File: src/rtl/seq_divider.sv
// ---------------------------------------------------------------------------
// seq_divider
// Multicycle signed divider for the HI/LO datapath. Operands are converted to
// unsigned magnitudes, divided by a restoring shift/subtract loop (one bit per
// clock), and the signs are re-applied at the end: the quotient truncates
// toward zero and the remainder takes the dividend's sign.
// A zero divisor is answered one cycle after start with done+div_zero and
// leaves hi_out/lo_out untouched.
// ---------------------------------------------------------------------------
module seq_divider #(
    parameter int WIDTH = 32
) (
    input  logic             clk,
    input  logic             reset,
    input  logic             start,
    input  logic [WIDTH-1:0] a_in,
    input  logic [WIDTH-1:0] b_in,
    output logic [WIDTH-1:0] hi_out,
    output logic [WIDTH-1:0] lo_out,
    output logic             busy,
    output logic             done,
    output logic             div_zero
);

    localparam int CNT_W = $clog2(WIDTH);

    typedef enum logic [1:0] {
        IDLE = 2'b00,
        RUN  = 2'b01,
        FIN  = 2'b10
    } state_t;

    state_t             state_r;
    state_t             nextState_s;
    logic [CNT_W-1:0]   count_r;
    logic [WIDTH-1:0]   rem_r;
    logic [WIDTH-1:0]   quot_r;
    logic [WIDTH-1:0]   divMag_r;
    logic               signA_r;
    logic               signB_r;
    logic [WIDTH-1:0]   shifted_s;
    logic [WIDTH:0]     trial_s;
    logic               bIsZero_s;

    // Two's complement negation.
    function automatic logic [WIDTH-1:0] negate(input logic [WIDTH-1:0] x);
        return ~x + WIDTH'(1);
    endfunction

    // Unsigned magnitude; the most negative value maps to 2^(WIDTH-1) unchanged.
    function automatic logic [WIDTH-1:0] absVal(input logic [WIDTH-1:0] x);
        if (x[WIDTH-1]) begin
            return negate(x);
        end else begin
            return x;
        end
    endfunction

    // Negate only when the requested sign is negative.
    function automatic logic [WIDTH-1:0] applySign(input logic [WIDTH-1:0] x,
                                                   input logic neg);
        if (neg) begin
            return negate(x);
        end else begin
            return x;
        end
    endfunction

    // One restoring step: shift the next dividend bit into the remainder and
    // try to subtract the divisor magnitude. The extra MSB of trial_s is the
    // borrow, so trial_s[WIDTH]==0 means the subtraction fits.
    always_comb begin
        shifted_s = {rem_r[WIDTH-2:0], quot_r[WIDTH-1]};
        trial_s   = {1'b0, shifted_s} - {1'b0, divMag_r};
        bIsZero_s = (b_in == {WIDTH{1'b0}});
    end

    // State register.
    always_ff @(posedge clk or posedge reset) begin
        if (reset) begin
            state_r <= IDLE;
        end else begin
            state_r <= nextState_s;
        end
    end

    // Next-state logic; a start while not IDLE is simply not looked at.
    always_comb begin
        nextState_s = state_r;
        case (state_r)
            IDLE: begin
                if (start && !bIsZero_s) begin
                    nextState_s = RUN;
                end else begin
                    nextState_s = IDLE;
                end
            end
            RUN: begin
                if (count_r == CNT_W'(WIDTH - 1)) begin
                    nextState_s = FIN;
                end else begin
                    nextState_s = RUN;
                end
            end
            FIN:     nextState_s = IDLE;
            default: nextState_s = IDLE;
        endcase
    end

    // Datapath and registered status/result outputs.
    always_ff @(posedge clk or posedge reset) begin
        if (reset) begin
            count_r  <= {CNT_W{1'b0}};
            rem_r    <= {WIDTH{1'b0}};
            quot_r   <= {WIDTH{1'b0}};
            divMag_r <= {WIDTH{1'b0}};
            signA_r  <= 1'b0;
            signB_r  <= 1'b0;
            hi_out   <= {WIDTH{1'b0}};
            lo_out   <= {WIDTH{1'b0}};
            busy     <= 1'b0;
            done     <= 1'b0;
            div_zero <= 1'b0;
        end else begin
            done     <= 1'b0;
            div_zero <= 1'b0;
            case (state_r)
                IDLE: begin
                    if (start) begin
                        signA_r  <= a_in[WIDTH-1];
                        signB_r  <= b_in[WIDTH-1];
                        quot_r   <= absVal(a_in);
                        divMag_r <= absVal(b_in);
                        rem_r    <= {WIDTH{1'b0}};
                        count_r  <= {CNT_W{1'b0}};
                        if (bIsZero_s) begin
                            done     <= 1'b1;
                            div_zero <= 1'b1;
                            busy     <= 1'b0;
                        end else begin
                            busy <= 1'b1;
                        end
                    end else begin
                        busy <= 1'b0;
                    end
                end
                RUN: begin
                    if (!trial_s[WIDTH]) begin
                        rem_r <= trial_s[WIDTH-1:0];
                    end else begin
                        rem_r <= shifted_s;
                    end
                    quot_r  <= {quot_r[WIDTH-2:0], ~trial_s[WIDTH]};
                    count_r <= count_r + CNT_W'(1);
                end
                FIN: begin
                    lo_out <= applySign(quot_r, signA_r ^ signB_r);
                    hi_out <= applySign(rem_r, signA_r);
                    done   <= 1'b1;
                    busy   <= 1'b0;
                end
                default: begin
                    busy <= 1'b0;
                end
            endcase
        end
    end

endmodule

File: config.mk
export PLATFORM = sky130hd
export DESIGN_NAME = seq_divider
export DESIGN_NICKNAME = d
export VERILOG_FILES = /design/src/rtl/seq_divider.sv
export SDC_FILE = /design/constraint.sdc
export NUM_CORES = 1
export LEC_CHECK = 0
export BUFFER_PORTS_ARGS = -buffer_cell sky130_fd_sc_hd__buf_2
export CAP_MARGIN = 20
export CORE_MARGIN = 10
export CORE_UTILIZATION = 34
export CTS_CLUSTER_SIZE = 28
export DETAILED_ROUTE_END_ITERATION = 8
export REMOVE_ABC_BUFFERS = 1
export SLEW_MARGIN = 10
export SYNTH_ARGS = -nofsm -noshare
export SYNTH_HDL_FRONTEND = slang
export SYNTH_SLANG_ARGS = --single-unit
File: constraint.sdc
create_clock -name clk -period 6.55 [get_ports clk]
set_input_delay 1.6375 -clock clk [delete_from_list [all_inputs] [get_ports clk]]
set_output_delay 1.6375 -clock clk [all_outputs]
set_load 0.01 [all_outputs]
==> Word-level counts from Yosys, hierarchy flattened <==
Cells that the tools add are included.
{ "op_classes": {"add_sub_neg": 6, "eq_ne": 4, "muxes": 21, "bitwise_logic": 6, "n_reduce_logical": 7} }
{ "op_table": {"columns": ["op", "n"], "rows": [
  ["32-bit two-way mux", 7],
  ["32-bit by 1-bit adder with 32-bit output (second input constant)", 4],
  ["32-bit NOT", 4],
  ["32-bit case mux with 2 select lines", 2],
  ["32-bit by 32-bit subtractor with 33-bit output", 1],
  ["32-bit logical NOT", 1],
  ["5-bit case mux with 2 select lines", 1],
  ["1-bit two-way mux", 6],
  ["5-bit by 1-bit adder with 5-bit output (second input constant)", 1],
  ["5-bit equality test (second input constant)", 1],
  ["5-bit two-way mux", 1],
  ["1-bit case mux with 2 select lines", 2],
  ["2-bit case mux with 2 select lines", 1],
  ["2-bit AND reduction", 2],
  ["2-bit by 1-bit equality test with 1-bit output (second input constant)", 1],
  ["2-bit equality test (second input constant)", 1],
  ["2-bit logical NOT", 1],
  ["2-bit two-way mux", 1],
  ["2-bit inequality test (second input constant)", 1],
  ["2-bit nonzero test", 1],
  ["1-bit logical AND", 1],
  ["1-bit logical NOT", 1],
  ["1-bit NOT", 1],
  ["1-bit bitwise XOR", 1]
]} }
{ "totals": {"reg_bits": 172, "in_bits": 67, "output_inout_bits": 67, "word_cells": 56} }

==> Logic depth before layout (Yosys ltp) <==
Gate-level depths: netlist of run 1.
{ "logic_depth": {"ltp_word": 5, "depth_mapped": 13, "ltp_nobuf": 12} }

==> Least setup slack after synthesis of run 1 <==
No wires, ideal clock.
{ "synth_path": {"kind": "input to register", "startpoint": "input b_in[8]", "endpoint": "register divMag_r[30]", "setup_ns": 0.129, "t_arrival_ns": 4.126, "required_time_ns": 6.421, "slack_ns": 2.295, "stages": 9, "path_buffers": 0, "cell_sequence": "or4_4 -> nor3_2 -> or3b_1 -> or3_4 -> nand2b_4 -> or4_4 -> o31ai_2 -> xor2_1 -> o21ai_1"} }
{ "synth_via": {"elab_chain_cells": 3} }
{ "synth_rtl": {"columns": ["element", "line", "rtl"], "rows": [
  ["start: declaration", "17", "input logic [WIDTH-1:0] b_in,"],
  ["32-bit NOT", "47", "return ~x + WIDTH'(1);"],
  ["32-bit by 1-bit adder with 32-bit output", "47", null],
  ["32-bit two-way mux", "52", "if (x[WIDTH-1]) begin"],
  ["end signal: assignment", "116", "divMag_r <= {WIDTH{1'b0}};"],
  ["end signal: assignment", "133", "divMag_r <= absVal(b_in);"],
  ["end: declaration", "38", "logic [WIDTH-1:0] divMag_r;"]
]} }
No other way between the ends.
A chain may end at the register's enable or synchronous reset.

==> Worst setup path after layout of run 1 <==
Same ends and word-level chain as after synthesis.

==> results of run 1 <==
final timing paths:
path	depth (start not counted)	startpoint	slack [ns]	end
setup / recovery	10	b_in[8]	2.42	divMag_r[30]
hold reg to reg	2	lo_out[15]	0.47	lo_out[15]
max in group asynchronous	3	reset	4.38	divMag_r[30]
setup reg to reg	13	quot_r[31]	2.64	rem_r[1]
min in group asynchronous	3	reset	1.42	lo_out[31]
hold / removal	2	lo_out[15]	0.47	lo_out[15]
cells by family after synthesis:
| logic type | Yosys count | share of synthesized area |
|---|---|---|
| flip-flops | 172 | 0.391 |
| AND/OR/NAND/NOR | 365 | 0.159 |
| XOR/XNOR | 147 | 0.117 |
| multiplexers | 32 | 0.0293 |
| adder cells (fa/ha/maj) | 40 | 0.0462 |
| AO/OA/AOI/OAI | 393 | 0.215 |
| buffers and inverters | 124 | 0.0426 |
cell usage in the layout, fill, tap and decap left out, types with 17 or more instances in the layout:
master	Yosys	layout
inv_1	52	51
nand2_1	172	171
a21oi_1	48	48
dfrtp_1	172	172
o21ai_0	204	204
o31ai_1	24	24
xnor2_1	45	45
clkbuf_16	0	17
ha_1	39	39
buf_2	3	133
mux2i_1	30	30
a22oi_1	30	30
nor2_1	39	38
nand3_1	47	47
xor2_1	102	102
per-layer routing:
layer / vias up / share of wire
met5: - / 0
met4: 0 / 0.011
met3: 16 / 0.037
met2: 158 / 0.48
met1: 4220 / 0.48
li1: 4724 / -
stage by stage:
step           power [mW]  utilization
2_1_floorplan        4.80            -
3_3_place_gp         5.65        0.379
3_5_place_dp         5.73        0.379
4_1_cts              6.71        0.396
5_1_grt              7.35        0.397
6_report             6.66        0.397
cell usage after synthesis (3+ instances only):
library cell  instances  area (µm²)
dfrtp_1             172        4300
clkbuf_1             66         248
nor2_1               39         146
o22ai_1               3        18.8
a31oi_1               8        50.1
and2_1                5        31.3
nand3_1              47         235
nand4_1              10        62.6
o21ai_0             204        1020
inv_1                52         195
o21bai_1              4        30.0
or3_1                11        68.8
a21o_1               15         113
xnor2_1              45         394
buf_2                 3        15.0
xor2_1              102         893
nor4_1               11        68.8
nand2b_1             12        75.1
o21a_1                7        52.6
o41ai_1              15         131
mux2i_1              30         300
buf_1                 3        11.3
a211oi_1              6        45.0
or4_4                 3        33.8
nand2_1             172         646
or2_2                 6        37.5
nor3_1               10        50.1
and3_1                4        25.0
nor2b_1               8        50.1
o211ai_1              5        37.5
or4_1                15         113
a22oi_1              30         225
ha_1                 39         488
a21oi_1              48         240
o31ai_1              24         180
o21ai_1               5        25.0
state kept, by name, indices dropped and copies added (netlist names), 2 cells and up:
signal,cells
count_r,5
divMag_r,32
hi_out,32
lo_out,32
quot_r,32
rem_r,32
state_r,2
where the power goes:
part	switching (mW)	internal (mW)
Sequential	0.465	1.46
Clock	0.444	0.510
Combinational	2.13	1.65
worst register-to-register path, cell delays in order, from the launching register on:
cell and delay [ns]:
dfrtp_1 0.38, inv_1 0.21, ha_1 0.21, fa_1 0.22, nor2b_1 0.08, o31a_1 0.29
o32ai_1 0.62, o21ai_0 0.29, nand4b_1 0.18, a31oi_1 0.15, nor3_2 0.17, buf_4 0.45
mux2_2 0.41, o21ai_0 0.16
cell type report:
class | instances | share of cell area
clock inverter | 11 | 0.00686
inverter | 52 | 0.0159
clock buffer | 21 | 0.0366
tap | 402 | 0.0400
timing repair buffer | 144 | 0.0610
sequential | 172 | 0.342
multi-input combinational | 977 | 0.497
antenna | 3 | 0.000596
==> metrics.txt, run 1 <==
Setup WS post-layout 2.42 ns; Synthesis Warnings 0; ys flop type dfrtp_1; cells after synthesis 1273; Filler Cell Count 3253; core outline area approximately 32000 µm²; maximum VDD drop 0.267 mV; M2 GR Usage 0.246; ANT nets after route 0; Design Area, Final 12600 µm²; dpl cells ~1700; vias per inst 5.12; unique cell type count in the Yosys netlist 61; die area approximately 40000 µm²; via count 9118; Num CTS Buffers 17; grt met1 use 0.194; first-pass GRT wire length 47700 µm; post-layout instance count excluding filler cells 1782; first-pass detailed-route iteration total 5; slew margin rel. 0.332; post-CTS setup buffers 0; area occupied by multi-input gates ~6300 µm²; critical path startpoint category input pin; Mapped Area between 10000 and 15000 µm²; Seq/Total Area, Yosys 0.391; I/O pin count approximately 130; status finished, final reports clean; CP Data Required Time 6.82 ns; Post-synth ARST share 1.00; share of cells above drive strength 1 0.147; Tcrit/Tclk final 0.631; GP Congestion approximately 0.85; number of flops mapped to enable cells by yosys 0; Area after DPL roughly 12000 µm²; endpoints failing hold 0; initial antenna violation count 1; dpl ws 1.96 ns; skew final 0.0154 ns; largest net degree at the start of global routing 173; area grow syn2layout 14.4%; CP most frequent cell or4_4; Worst-path clk slew approximately 0.070 ns; busiest layer in global routing met2; number of global-route vias before repair ~9100; crit path kind input pin to register; worst path bufs/invs 1; # clock sinks 172; worst hold path type register to register; worst slew pin tran 1.00 ns; crit-path cells buf_2 -> or4_4 -> nor3_2 -> or3b_1 -> or3_4 -> nand2b_4 -> or4_4 -> o31ai_2 -> xor2_1 -> o21ai_1; hold_ws 0.473 ns; final setup vio count 0; critical path fanouts, max 5; die height 200 µm; leakage power 5.62 nW; # DRC 0; max_cap viols 0; hold-fix buffer count after cts 0; # H-tree levels 4; FF+latch area 4300 µm²; Port Buffer Count 133; CP peak stage delay 0.54 ns; Post-CTS Resized 0; fmax 242 MHz; die width 200 µm; clk buf depth 2; RSZ-0062 raised after global routing no; DRT Wirelength 28800 µm; Skew-Pair Late Insertion Delay 0.43 ns; CTS tree yes; Critical Path AT 4.40 ns; global-route usage over all layers 0.147; root buf cell clkbuf_16; wire per inst about 16 µm; # nets final 1471; Core Rows 65; Pwr per Cell Area 529 nW/µm²; TNS Setup 0 ns; synthesis-stage register bit count 172; CP max stage cell or4_4; CP Capture Type register; post-DP HPWL 21600 µm; fin crit period 4.13 ns; cell family with most CP delay simple AND/OR/NAND/NOR gates; initial DRC count ~470; Initial Util 0.347; global route overflow 0; met3 Track Usage GR 0.0199; fin. max-slew vios 0; Syn Area/Cell ~8.6 µm²
No activity file was read; power rests on OpenSTA's default activity.
==> inputs of run 2 (changes only) <==
==> constraint.sdc (replaced) <==
create_clock -name clk -period 4.2 [get_ports clk]
set_input_delay 1.05 -clock clk [delete_from_list [all_inputs] [get_ports clk]]
set_output_delay 1.05 -clock clk [all_outputs]
set_load 0.01 [all_outputs]
==> run 2 against run 1 <==
Utilization grew 0.24 points; total power grew 58%; global-route usage shrank 0.19 points; critical path type unchanged.
==> metrics.txt, run 2 (synthesis gave the netlist of run 1 again) <==
crit-path cells buf_2 -> nor4_1 -> nand3_1 -> or3b_1 -> or3_1 -> nand2b_1 -> or4_4 -> o31ai_2 -> xor2_1 -> o21ai_1; TNS Setup 0 ns (unchanged); Post-CTS Resized 0 (unchanged); FF-to-FF path depth 13 (unchanged); status finished, final reports clean; Initial Util 0.347 (unchanged); initial DRC count 518 (+11%); max_cap viols 0 (unchanged); hold path cells 2 (unchanged); Critical Path AT 3.89 ns (-0.51 ns); Clock Power Share 0.147 (+0.004); die height 200 µm (unchanged); GP Congestion 0.892 (+4.6%); Core Rows 65 (unchanged); Num CTS Buffers 17 (unchanged); # DRC 0 (unchanged); Design Power 10.5 mW (+58%); CP Capture Type register; share of cells above drive strength 1 0.152 (+0.00504); crit path kind input pin to register; Worst-path clk slew 0.07 ns (about the same); first-pass detailed-route iteration total 5 (unchanged); CTS tree yes; via count 9255 (+1.5%); Filler Cell Count 3259 (+0.18%); die width 200 µm (unchanged); DRT Wirelength 28800 µm (about the same); Reg-to-Reg Start divMag_r[0]; P_int 5.75 mW (+59%); endpoints failing hold 0 (unchanged); global route overflow 0 (unchanged); Design Area, Final 12700 µm² (+0.62%); I/O pin count 134 (unchanged); hold-fix buffer count after cts 0 (unchanged); fmax 276 MHz; hold wc startpoint hi_out[15]; root buf cell clkbuf_16; cell family with most CP delay simple AND/OR/NAND/NOR gates; flop2flop setup slack 0.61 ns (-2.03 ns); largest net degree at the start of global routing 100 (-42%); skew final 0.0135 ns (-0.00192 ns); worst path bufs/invs 1 (unchanged); most common cell after layout, fill and taps aside o21ai_0; Seq pwr share 0.285 (-0.004); maximum VDD drop 0.422 mV (+58%); CP peak stage delay 0.51 ns (-0.03 ns); number of global-route vias before repair 8994 (-1.4%); vias per inst 5.18 (+1.3%); end of the worst hold path hi_out[15]; Skew-Pair Late Insertion Delay 0.42 ns (about the same); post-DP HPWL 22400 µm (+3.4%); global-route usage over all layers 0.145 (-0.00187); first-pass GRT wire length 47200 µm (-1.1%); number of diodes 0 (-3); Pwr per Cell Area 830 nW/µm² (+57%); # clock sinks 172 (unchanged); CP max stage cell nor4_1; Sw Ratio 0.453 (-0.00400); core outline area 31700 µm² (unchanged); clk buf depth 2 (unchanged); critical path fanouts, max 4 (-1); RSZ-0062 raised after global routing no; slew margin rel. 0.376 (+0.0441); Tcrit/Tclk final 0.863; post-CTS setup buffers 0 (unchanged); Port Buffer Count 133 (unchanged); CP Data Required Time 4.47 ns (-2.35 ns); leakage power 5.67 nW (+0.85%); worst slew pin tran 0.936 ns (-0.0661 ns); Layout Utilization 0.399 (+0.00245); fin. max-slew vios 0 (unchanged); fin crit period 3.63 ns; # H-tree levels 4 (unchanged); most frequent cells in the layout o21ai_0 (204), dfrtp_1 (172), nand2_1 (171); die area 40000 µm² (unchanged); final setup vio count 0 (unchanged); # nets final 1479 (+0.54%); area grow syn2layout 15.1%; initial antenna violation count 0 (-1); critical path startpoint category input pin; worst reg2reg endpoint rem_r[20]; Area after DPL 12100 µm² (+0.67%); wire per inst 16.1 µm (-0.15%); Combinational Power Share 0.569 (about the same); NetSw 4.76 mW (+56%); worst hold path type register to register; ANT nets after route 0 (unchanged)
==> run 2: changes by cell type in the layout (fill, tap and decap cells not counted) <==
| cell | change |
|---|---|
| clkinv_4 | -1 |
| buf_8 | -1 |
| clkbuf_1 | -1 |
| diode_2 | -3 |
| bufinv_16 | +1 |
| buf_12 | +1 |
| clkinvlp_4 | +1 |
| clkinv_2 | -1 |
| buf_4 | +8 |
==> run 2: stage by stage <==
step           hold slack [ns]  setup slack (ns)  cells
3_5_place_dp             0.466             0.142   1755
4_1_cts                  0.481             0.581   1786
3_3_place_gp             0.457             0.202   1755
5_1_grt                  0.499             0.353   1786
2_1_floorplan            0.449             -1.53   1201
6_report                 0.471             0.575   1786
==> run 2: worst reg2reg max path, cell delays in order (launching register included) <==
cell and delay, ns:
dfrtp_1 0.44, ha_1 0.22, fa_1 0.41, nor2b_1 0.17, o31a_1 0.23, o32ai_1 0.11, buf_4 0.17, o21ai_0 0.35
nand4b_1 0.18, a31oi_1 0.36, nor3_2 0.11, buf_12 0.20, nand2b_1 0.30, o211ai_1 0.25
==> run 2: per-layer routing <==
| metal | track usage | part of all wire | vias to the layer above |
|---|---|---|---|
| met4 | 0.0421 | 0.017 | 0 |
| met1 | 0.192 | 0.48 | 4324 |
| li1 | - | - | 4724 |
| met5 | 0 | 0 | - |
| met3 | 0.0239 | 0.036 | 29 |
| met2 | 0.239 | 0.47 | 178 |
==> run 2: how the worst max path moves through the flow <==
stage,startpoint,to,cells past startpoint
floorplan,rem_r[1],rem_r[0],10
CTS,b_in[4],divMag_r[27],10
detailed placement,b_in[4],divMag_r[27],10
global placement,b_in[4],divMag_r[27],10
finish,b_in[4],divMag_r[27],10
global route,b_in[4],divMag_r[27],10
==> run 2: area by class of cell <==
cell class	instances	area [µm²]	area share
clock buffers	20	457	0.0361
clock inverters	11	110	0.00869
inverters	52	200	0.0158
multi-input cells	977	6260	0.494
flip-flops and latches	172	4300	0.340
well taps	402	503	0.0397
repair buffers	152	833	0.0658
==> run 2: power by group through the flow <==
stage,combinational [mW],sequential [mW],clock (mW)
floorplan,4.58,2.86,0
global placement,5.87,2.99,0
detailed placement,5.97,3.02,0
CTS,5.99,2.99,1.59
global route,6.77,3.10,1.67
finish,5.98,2.99,1.54
==> inputs of run 3 (changes only) <==
--- a/config.mk
+++ b/config.mk
@@ -7,10 +7,10 @@
 export LEC_CHECK = 0
 export BUFFER_PORTS_ARGS = -buffer_cell sky130_fd_sc_hd__buf_2
 export CAP_MARGIN = 20
-export CORE_MARGIN = 10
 export CORE_UTILIZATION = 34
 export CTS_CLUSTER_SIZE = 28
 export DETAILED_ROUTE_END_ITERATION = 8
+export MAX_ROUTING_LAYER = met4
 export REMOVE_ABC_BUFFERS = 1
 export SLEW_MARGIN = 10
 export SYNTH_ARGS = -nofsm -noshare
==> run 3 against run 2 <==
Sequential cell count is the same; total power grew 0.96%; largest power group unchanged; final cell count about the same; critical endpoint unchanged.
==> metrics.txt, run 3 (synthesis gave the netlist of run 1 again) <==
max_cap viols 0 (unchanged); ANT nets after route 0 (unchanged); # H-tree levels 4 (unchanged); area grow syn2layout 15.5%; worst hold path type register to register; global-route usage over all layers 0.175 (+0.0296); skew final 0.0109 ns (-0.00265 ns); I/O pin count 134 (unchanged); most common cell after layout, fill and taps aside o21ai_0; wire per inst 15.4 µm (-4.6%); global route overflow 0 (unchanged); hold path cells 2 (unchanged); endpoints failing hold 0 (unchanged); post-DP HPWL 20900 µm (-6.5%); Skew-Pair Late Insertion Delay 0.44 ns (+0.02 ns); maximum VDD drop 0.365 mV (-13%); FF+latch area 4300 µm² (unchanged); initial antenna violation count 0 (unchanged); Initial Util 0.347 (unchanged); fin crit period 3.56 ns (-0.0659 ns); dpl cells 1754 (-0.057%); die area 33100 µm² (-17%); core outline area 31700 µm² (unchanged); worst reg2reg endpoint rem_r[20]; critical path fanouts, max 4 (unchanged); Tcrit/Tclk final 0.847 (-0.0157); Worst-path clk slew 0.07 ns (about the same); initial DRC count 503 (-2.9%); share of cells above drive strength 1 0.153 (+0.00133); CP Capture Type register; fmax 281 MHz (+1.9%); die height 182 µm (-9.0%); hold wc startpoint lo_out[6]; # clock sinks 172 (unchanged); Setup WS post-layout 0.641 ns (+0.0659 ns); dpl ws 0.170 ns (+0.0277 ns); slew margin rel. 0.379 (+0.00279); hold-fix buffer count after cts 0 (unchanged); Design Power 10.6 mW (+0.96%); # DRC 0 (unchanged); busiest layer in global routing met2; met3 Track Usage GR 0.0241 (+0.000122); first-pass detailed-route iteration total 5 (unchanged); Core Rows 65 (unchanged); number of diodes 0 (unchanged); Filler Cell Count 3273 (+0.43%); status finished, final reports clean; # nets final 1479 (unchanged); Pwr per Cell Area 835 nW/µm² (+0.58%); vias per inst 5.12 (-1.3%); root buf cell clkbuf_16; crit path from b_in[4]; post-CTS setup buffers 0 (unchanged); flop2flop setup slack 0.73 ns (+0.12 ns); number of global-route vias before repair 8814 (-2.0%); Reg-to-Reg Start quot_r[31]; post-layout instance count excluding filler cells 1787 (+0.056%); DRT Wirelength 27500 µm (-4.6%); CTS tree yes; Num CTS Buffers 17 (unchanged); leakage power 5.70 nW (+0.60%); most frequent cells in the layout o21ai_0 (204), dfrtp_1 (172), nand2_1 (171); final setup vio count 0 (unchanged); die width 182 µm (-9.0%); GP Congestion 0.858 (-3.8%); RSZ-0062 raised after global routing no; fin. max-slew vios 0 (unchanged); first-pass GRT wire length 45200 µm (-4.2%); M2 GR Usage 0.286 (+0.0467); area occupied by multi-input gates 6260 µm² (unchanged); end of the worst hold path lo_out[6]; CP Data Required Time 4.49 ns (+0.02 ns); via count 9143 (-1.2%); worst slew pin tran 0.931 ns (-0.00418 ns); crit path kind input pin to register; critical path startpoint category input pin; clk buf depth 2 (unchanged); Critical Path AT 3.85 ns (-0.04 ns); Post-CTS Resized 0 (unchanged); FF-to-FF path depth 14 (+1); grt met1 use 0.228 (+0.0353); largest net degree at the start of global routing 129 (+29%); Port Buffer Count 133 (unchanged)
==> run 3: cell count changes in the layout (fill, tap and decap cells not counted) <==
cell,previous run,this run
clkinv_2,0,2
bufinv_16,1,2
clkinv_4,1,2
buf_12,2,3
buf_4,17,16
clkinvlp_4,6,4
clkbuf_8,2,3
inv_6,4,3
clkbuf_1,1,0
==> run 3: critical path, stage by stage <==
cell	delay, ns
buf_2	0.12
nor4_1	0.48
nand3_1	0.22
or3b_1	0.45
or3_1	0.42
nand2b_1	0.20
or4_4	0.46
o31ai_2	0.21
xor2_1	0.17
o21ai_1	0.07
==> run 3: report_power, final <==
part | switching (mW) | internal [mW] | total, mW
registers | 0.728 | 2.28 | 3.01
clock network | 0.687 | 0.927 | 1.61
logic | 3.36 | 2.63 | 5.99
total | 4.78 | 5.83 | 10.6
==> run 3: how the worst max path moves through the flow <==
stage	endpoint	slack, ns	cells past startpoint
global placement	divMag_r[27]	0.20	10
detailed placement	divMag_r[27]	0.17	10
global route	divMag_r[29]	0.43	10
finish	divMag_r[27]	0.64	10
CTS	divMag_r[27]	0.64	10
floorplan	rem_r[0]	-1.53	10
==> run 3: layer usage <==
layer  share of wire  vias up
met4          0.0094        0
met3           0.031       16
met5               0        -
met1            0.49     4251
li1                -     4725
met2            0.47      151
==> run 3: final cells by class <==
cell class | count | area share
clock inverters | 12 | 0.0106
inverters | 52 | 0.0157
well taps | 402 | 0.0396
clock buffers | 20 | 0.0367
multi-input cells | 977 | 0.492
repair buffers | 152 | 0.0665
flip-flops and latches | 172 | 0.339
==> run 3: through the flow <==
stage	TNS [ns]	hold WS [ns]	utilization	area [µm²]
2_1_floorplan	-304.90	0.449	-	10700
5_1_grt	0	0.498	0.401	12700
3_5_place_dp	0	0.466	0.381	12100
3_3_place_gp	0	0.456	0.381	12100
6_report	0	0.470	0.401	12700
4_1_cts	0	0.481	0.400	12700
